### config.mk
export PLATFORM = sky130hd
export DESIGN_NAME = fifo_wr_arbiter
export DESIGN_NICKNAME = d
export VERILOG_FILES = /design/src/rtl/fifo_wr_arbiter.sv
export SDC_FILE = /design/constraint.sdc
export NUM_CORES = 1
export LEC_CHECK = 0
export CAP_MARGIN = 20
export CORE_AREA = 2 2 67 69
export DETAILED_ROUTE_END_ITERATION = 8
export DIE_AREA = 0 0 69 71
export PLACE_DENSITY = 0.74
export SLEW_MARGIN = 15
export SYNTH_ARGS = -nofsm -noshare
export SYNTH_HDL_FRONTEND = slang
export SYNTH_SLANG_ARGS = --single-unit
### constraint.sdc
create_clock -name clk -period 1.49 [get_ports clk]
set_input_delay 0.149 -clock clk [delete_from_list [all_inputs] [get_ports clk]]
set_output_delay 0.149 -clock clk [all_outputs]
set_load 0.01 [all_outputs]
### src/rtl/fifo_wr_arbiter.sv
// fifo_wr_arbiter: round-robin arbiter that lets NREQ write requesters share
// one downstream fifo. A requester owns the fifo for up to BURST consecutive
// transfers. It loses ownership early if it drops req_valid. The fifo full
// flag stalls the burst without changing ownership.
module fifo_wr_arbiter #(
    parameter  int NREQ  = 4,
    parameter  int WIDTH = 8,
    parameter  int BURST = 4,
    localparam int OW    = $clog2(NREQ)
) (
    input  logic                  clk,
    input  logic                  rst,
    input  logic [NREQ-1:0]       req_valid,
    input  logic [NREQ*WIDTH-1:0] req_data,
    input  logic                  fifo_full,
    output logic [NREQ-1:0]       req_ready,
    output logic                  fifo_wr_en,
    output logic [WIDTH-1:0]      fifo_din,
    output logic [OW-1:0]         grant_id,
    output logic                  busy,
    output logic [15:0]           wr_count
);

    // A burst counter of at least one bit keeps BURST == 1 legal.
    localparam int             CW   = (BURST > 1) ? $clog2(BURST) : 1;
    localparam logic [CW-1:0]  LAST = CW'(BURST - 1);

    typedef enum logic {
        S_IDLE,
        S_BURST
    } state_t;

    state_t            state;
    logic [OW-1:0]     owner;
    logic [OW-1:0]     rr_ptr;
    logic [CW-1:0]     burst_cnt;
    logic [15:0]       wr_count_q;

    logic [WIDTH-1:0]  data_arr [NREQ];
    logic              pick_found;
    logic [OW-1:0]     pick_idx;
    logic [OW-1:0]     owner_next;
    logic              transfer;

    // Add an offset to an index and wrap it modulo NREQ. NREQ need not be a power of two.
    function automatic logic [OW-1:0] wrap_add(input logic [OW-1:0] base,
                                               input int unsigned  off);
        int unsigned s;
        s = {{(32-OW){1'b0}}, base} + off;
        if (s >= 32'(NREQ)) begin
            s = s - 32'(NREQ);
        end
        return OW'(s);
    endfunction

    // Split the flat data bus into one word per requester.
    for (genvar i = 0; i < NREQ; i++) begin : g_unpack
        assign data_arr[i] = req_data[i*WIDTH +: WIDTH];
    end

    // Find the first valid requester, searching upward from rr_ptr with wraparound.
    always_comb begin
        // NOTE: give every always_comb output a default first. This prevents a latch when no requester matches.
        pick_found = 1'b0;
        pick_idx   = '0;
        for (int k = 0; k < NREQ; k++) begin
            if (!pick_found && req_valid[wrap_add(rr_ptr, k)]) begin
                pick_found = 1'b1;
                pick_idx   = wrap_add(rr_ptr, k);
            end
        end
    end

    assign owner_next = wrap_add(owner, 1);

    // A write happens in the same cycle that the owner is valid and the fifo has room.
    assign transfer   = (state == S_BURST) && req_valid[owner] && !fifo_full;
    assign fifo_wr_en = transfer;
    assign fifo_din   = transfer ? data_arr[owner] : '0;
    assign req_ready  = ((state == S_BURST) && !fifo_full) ? (NREQ'(1) << owner) : '0;
    assign grant_id   = owner;
    assign busy       = (state == S_BURST);
    assign wr_count   = wr_count_q;

    // Arbitration FSM: grant in IDLE, then count transfers until the burst ends or the owner leaves.
    always_ff @(posedge clk or posedge rst) begin
        // NOTE: the reset is asynchronous and appears in the sensitivity list. Every state register sits in its reset branch, so a reset in mid-burst takes effect at once.
        if (rst) begin
            state     <= S_IDLE;
            owner     <= '0;
            rr_ptr    <= '0;
            burst_cnt <= '0;
        end else begin
            // NOTE: sequential state uses only non-blocking assignments. Every register then sees values from before the clock edge.
            case (state)
                S_IDLE: begin
                    if (pick_found) begin
                        owner     <= pick_idx;
                        state     <= S_BURST;
                        burst_cnt <= '0;
                    end
                end
                S_BURST: begin
                    if (!req_valid[owner]) begin
                        state  <= S_IDLE;
                        rr_ptr <= owner_next;
                    end else if (!fifo_full) begin
                        if (burst_cnt == LAST) begin
                            state  <= S_IDLE;
                            rr_ptr <= owner_next;
                        end else begin
                            burst_cnt <= burst_cnt + 1'b1;
                        end
                    end
                end
                default: state <= S_IDLE;
            endcase
        end
    end

    // Count the fifo writes. The counter sticks at all-ones instead of wrapping.
    always_ff @(posedge clk or posedge rst) begin
        if (rst) begin
            wr_count_q <= '0;
        end else if (transfer && (wr_count_q != 16'hFFFF)) begin
            wr_count_q <= wr_count_q + 16'd1;
        end
    end

`ifndef SYNTHESIS
    logic             chk_pending;
    logic [OW-1:0]    chk_owner;
    logic [WIDTH-1:0] chk_data;

    // Warn when the owner changes its data while a presented word is waiting to be accepted.
    always_ff @(posedge clk or posedge rst) begin
        if (rst) begin
            chk_pending <= 1'b0;
            chk_owner   <= '0;
            chk_data    <= '0;
        end else begin
            chk_pending <= (state == S_BURST) && req_valid[owner] && !transfer;
            chk_owner   <= owner;
            chk_data    <= data_arr[owner];
            if (chk_pending && (state == S_BURST) && (owner == chk_owner) &&
                req_valid[owner] && (data_arr[owner] != chk_data)) begin
                $warning("WARNING: [ARB_DATA_UNSTABLE] Module=fifo_wr_arbiter Time=%0t", $time);
            end
        end
    end
`endif

endmodule

# [Yosys cells after proc, flatten, opt, wreduce, memory -nomap -nowiden]
# Index checks and enable logic that the tools add are counted.
[classes] bitwise_logic=2 reduce_logical=14 n_mux=41 div_mod_pow=0 add_sub_neg=11 shifts=1 n_eq_ne=8 multipliers=0 order_cmp=11
[ops] operator="$mux 2" n=16
[ops] operator="$mux 8" n=3
[ops] operator="$add 16x1->16 const B" n=1
[ops] operator="$bmux 8 s2" n=1
[ops] operator="$ne 16x16->1 const B" n=1
[ops] operator="$ge 3x3->1 const B" n=5
[ops] operator="$lt 2x3->1 const B" n=5
[ops] operator="$mux 1" n=13
[ops] operator="$bmux 1 s2" n=5
[ops] operator="$sub 2x1->2 const B" n=5
[ops] operator="$ne 2x2->1 const B" n=4
[ops] operator="$logic_and 1x1->1" n=7
[ops] operator="$add 2x1->3 const B" n=2
[ops] operator="$add 2x2->3 const B" n=2
[ops] operator="$logic_not 1->1" n=4
[ops] operator="$mux 4" n=1
[ops] operator="$ne 2x1->1 const B" n=2
[ops] operator="$pmux 2 s2" n=1
[ops] operator="$reduce_and 4->1" n=1
[ops] operator="$shl 1x2->4 const A" n=1
[ops] operator="$ge 2x3->1 const B" n=1
[ops] operator="$not 2->3" n=1
[ops] operator="$reduce_and 3->1" n=1
[ops] operator="$add 2x1->2 const B" n=1
[ops] operator="4 further kinds" n=4
[totals] ff_bits=23 latchBits=0 output_inout_bits=32 input_bits=39 mem_bits_ro=0 ram_bits=0 n_memories=0

# [Longest topological paths before layout]
[depth] ltp_word=16 mapped_depth=6 depth_no_buf=5

# [Least setup slack after synthesis]
# Ideal clock, no wire load.
[synth_path] path_kind="register -> register" startpoint="register owner[0], in the netlist grant_id[0]" endpoint="register wr_count_q[5], in the netlist wr_count[5]" slack_ps=-194 stages_incl_launch_ff=7 setup_time_ps=80 t_arrival_ps=1604 t_required_ps=1410 period_less_slack_ps=1684 path_buffers=1 path_cell_list="dfrtp_1 mux4_2 nand2_4 a21oi_4 buf_6 nand4_1 xnor2_1"
[synth_via] elab_chain_cells=5
[synth_rtl] element="start: declaration" line_no="34" source="logic [OW-1:0] owner;"
[synth_rtl] element="start signal: assignment" line_no="98" source="owner <= pick_idx;"
[synth_rtl] element="$bmux 1 s2" line_no="77" source="assign transfer = (state == S_BURST) && req_valid[owner] && !fifo_full;"
[synth_rtl] element="$mux 1 (not written as such)" line_no="77"
[synth_rtl] element="$logic_and 1x1->1 (2 in a row)" line_no="77"
[synth_rtl] element="$logic_and 1x1->1" line_no="125" source="end else if (transfer && (wr_count_q != 16'hFFFF)) begin"
[synth_rtl] element="end signal: assignment" line_no="126" source="wr_count_q <= wr_count_q + 16'd1;"
[synth_rtl] element="end: declaration" line_no="37" source="logic [15:0] wr_count_q;"
# Every way passes these cells. The select of a mux whose other input is x is not followed.
# A chain may end at the register's enable or synchronous reset.

# [Final worst setup path]
[layout_path] startpoint="register owner[0], in the netlist grant_id[0]" endpoint="output port fifo_din[4]"
[layout_via] elab_chain_cells=5 word_cells_on_any_way=9 cone_classes="mux (6); bitwise (1); reduce/logical (2)"
[layout_rtl] element="$not 2->3 (not written as such) or $bmux 1 s2 (tied branches)" line_no="79, 77"
[layout_rtl] element="$bmux 8 s2 or $mux 1 (tied branches)" line_no="79, 77"
[layout_rtl] element="$mux 8 (not written as such) or $logic_and 1x1->1 (tied branches) (2 in a row)" line_no="79, 77"
[layout_rtl] element="$mux 8 *" line_no="79" source="assign fifo_din = transfer ? data_arr[owner] : '0;"
[layout_rtl] element="end: declaration" line_no="18" source="output logic [WIDTH-1:0] fifo_din,"
# Every way passes the cells marked *; elsewhere a longest branch is shown, timed or not. The select of a mux whose other input is x is not followed.

==> metrics.yaml <==
synth:
  ys_types: 29
  synth_area_per_cell_um2: 10.8
  synth_fa_ha_area_share_pct: 5.05
  synth_edf_count: 0
  syn_nets: 182
  synth-seq-cells: 23
  ys_warn_count: 0
  syn_area_um2: 1490
  synth.most_common_cell: "dfrtp_1"
  synthTopCellsByArea: "dfrtp_1 39%, mux4_2 14%, xnor2_1 8.3%"
  seq_area_frac_synth_pct: 38.8
  yosys-top-cells-count: "23 x dfrtp_1, 14 x xnor2_1, 12 x and3_1"
  yosys.area_share.xor_xnor_pct: 8.85
  synth_top_area_cell: "dfrtp_1"
  muxShareOfSynthArea_pct: 15.9
  synth_cells: 137
  synth_top_area_share_pct: 38.8
  async_flop_share_pct: 100
  synth_top_family_by_area: "simple AND/OR/NAND/NOR gates"
  synth-simple-area-share_pct: 22.2
  synth_compound_area_share_pct: 5.39
  ys.flop_type: "dfrtp_1"
timing:
  grt_setup_unrepaired: "yes"
  fin_skew_ns: 0.00496
  finalMaxSlewViolations: 0
  min_period_ns: 1.91
  slew_headroom_pct: 79.7
  setup_viol: 33
  fmax_mhz: 525
  final-hold-violation-count: 0
  worst_pin_slew_ns: 0.303
  worst_slack_ns: -0.415
  fin_crit_sh_pct: 128
worst_setup_path:
  startpoint_type: "flip-flop"
  path_max_fanout: 5
  r2r-start: "grant_id[0]"
  required_ns: 1.34
  startpoint: "grant_id[0]"
  crit_type: "reg2out"
  worstSetupEndpointType: "output pin"
  worstPathArrival_ns: 1.76
final_layout:
  final_cells: 309
  syn_to_final_growth_pct: 87.4
  fin_nets: 303
  num_antenna_cells: 0
  final_layout_size_suffix_gt1_share_pct: 40.9
clocking:
  cts_buffers: 3
  ctsHoldBuffers: 0
  cts_tree: "done"
  clk_path_buf_depth: 2
  clk_latency_ns: 0.26
  clockRootBuffer: "clkbuf_8"
  htreeDepth: 1
  clock_sinks: 23
  clk_pin_slew_ns: 0.08
pwr:
  powerDensity_nw_per_um2: 1400
  total_power_mw: 3.90
  power_leakage_nw: 1.32
  ir_drop_uv: 928
placed_design:
  dpl.hpwl_um: 3260
  place.gp.congestion: 0.822
  dp_cells: 290
  io_buffer_count: 70
detailed_routing:
  wire_per_inst_um: 15.5
  routed_wl_um: 4780
  via_per_inst: 5.14
  vias: 1589
  first_iter_violations: 35
  dr.pass1.iters: 4
  ant_nets: 0
  drcViolationCount: 0
global_routing:
  gr-total-overflow: 0
  grt_max_degree: 24
  grt_first_pass_wirelength_um: 7660
  grt_pass1_vias: 1602
  antenna_found_initial: 0
  grt_usage_pct: 19.4
floorplan:
  die_area_um2: 4900
  core_um2: 4200
  io_pins: 71
  rows: 24
  die_height_um: 71
  initial_core_util_pct: 35.3
  dieWidth_um: 69
run_status:
  status: "finished, violations left"
  violations: "negative setup slack"
worst_hold_path:
  hold_path_class: "in2async"
flow_run:
  drv_cap: 0
-- flip-flops by register name (all words and copies together) (netlist names) --
| name | flops |
|---|---|
| grant_id | 2 |
| burst_cnt | 2 |
| rr_ptr | 2 |
| busy | 1 |
| wr_count | 16 |
-- cells in the final DEF (no fill, tap or decap), types with 4 or more instances in the layout --
cell	count
and3_1	10
nor2_1	5
buf_2	9
dlymetal6s2s_1	5
nand2_1	9
mux4_2	10
clkdlybuf4s50_1	47
buf_4	37
dlygate4sd2_1	4
buf_6	14
xnor2_1	14
nand4_1	5
dfrtp_1	21
inv_1	7
-- where the power goes --
group | switching, mW | total [mW] | leakage, nW | internal [mW]
Combinational | 1.09 | 2.60 | 0.999 | 1.51
Sequential | 0.139 | 0.924 | 0.298 | 0.785
Clock | 0.191 | 0.382 | 0.0228 | 0.191
-- cells by family (layout without fill, tap and decap cells) --
logic type               count (synthesis)  in the layout
adder cells (fa/ha/maj)                  6              6
flip-flops                              23             23
buffers and inverters                   13            132
AO/OA/AOI/OAI                           12             12
multiplexers                            12             13
AND/OR/NAND/NOR                         56             56
XOR/XNOR                                15             15
-- area by class of cell --
class                           instances  area, um^2
Fill cell                             344        1420
Timing Repair Buffer                  119        1090
Sequential cell                        23         578
Multi-Input combinational cell        102         967
Inverter                                9        33.8
Clock buffer                            4        45.0
Tap cell                               52        65.1
-- routing by layer --
metal	vias to the layer above	GRT usage [%]	share of wire [%]
met5	-	0	0
met4	0	4.79	1.2
met3	5	3.70	8.3
met2	87	36.0	51
met1	762	23.2	39
li1	735	-	-
-- metrics by stage --
stage                     util, %  TNS, ns  setup WS, ns  hold WS [ns]  area [um^2]
after global routing         66.2   -12.10        -0.470         0.287         2780
final                        66.2    -9.57        -0.415         0.221         2780
after floorplan                 -    -2.02        -0.135         0.151         1490
after detailed placement     59.9   -12.44        -0.515         0.494         2520
after CTS                    63.5   -10.20        -0.424         0.227         2670
after global placement       59.9   -11.76        -0.503         0.490         2520
-- worst paths after layout --
path	endpoint	slack, ns	cells after the start
max	fifo_din[4]	-0.42	5
min	wr_count[6]	0.22	3
max reg2reg	wr_count[1]	-0.41	7
min reg2reg	burst_cnt[0]	0.50	1
max in group asynchronous	grant_id[1]	1.01	3
min in group clk	burst_cnt[0]	0.50	1
-- critical path, stage by stage (launching register included) --
cell and delay [ns]:
dfrtp_2 0.43, buf_6 0.12, mux4_2 0.54, buf_6 0.15
and3_4 0.14, buf_6 0.11
-- what timing repair did --
item,in CTS,in global routing
gates cloned,1,0
endpoints found under the setup margin,38,41
setup buffers,11,4
pin swaps,14,7
resized for setup,81,25
No activity file was read; power rests on OpenSTA's default activity.
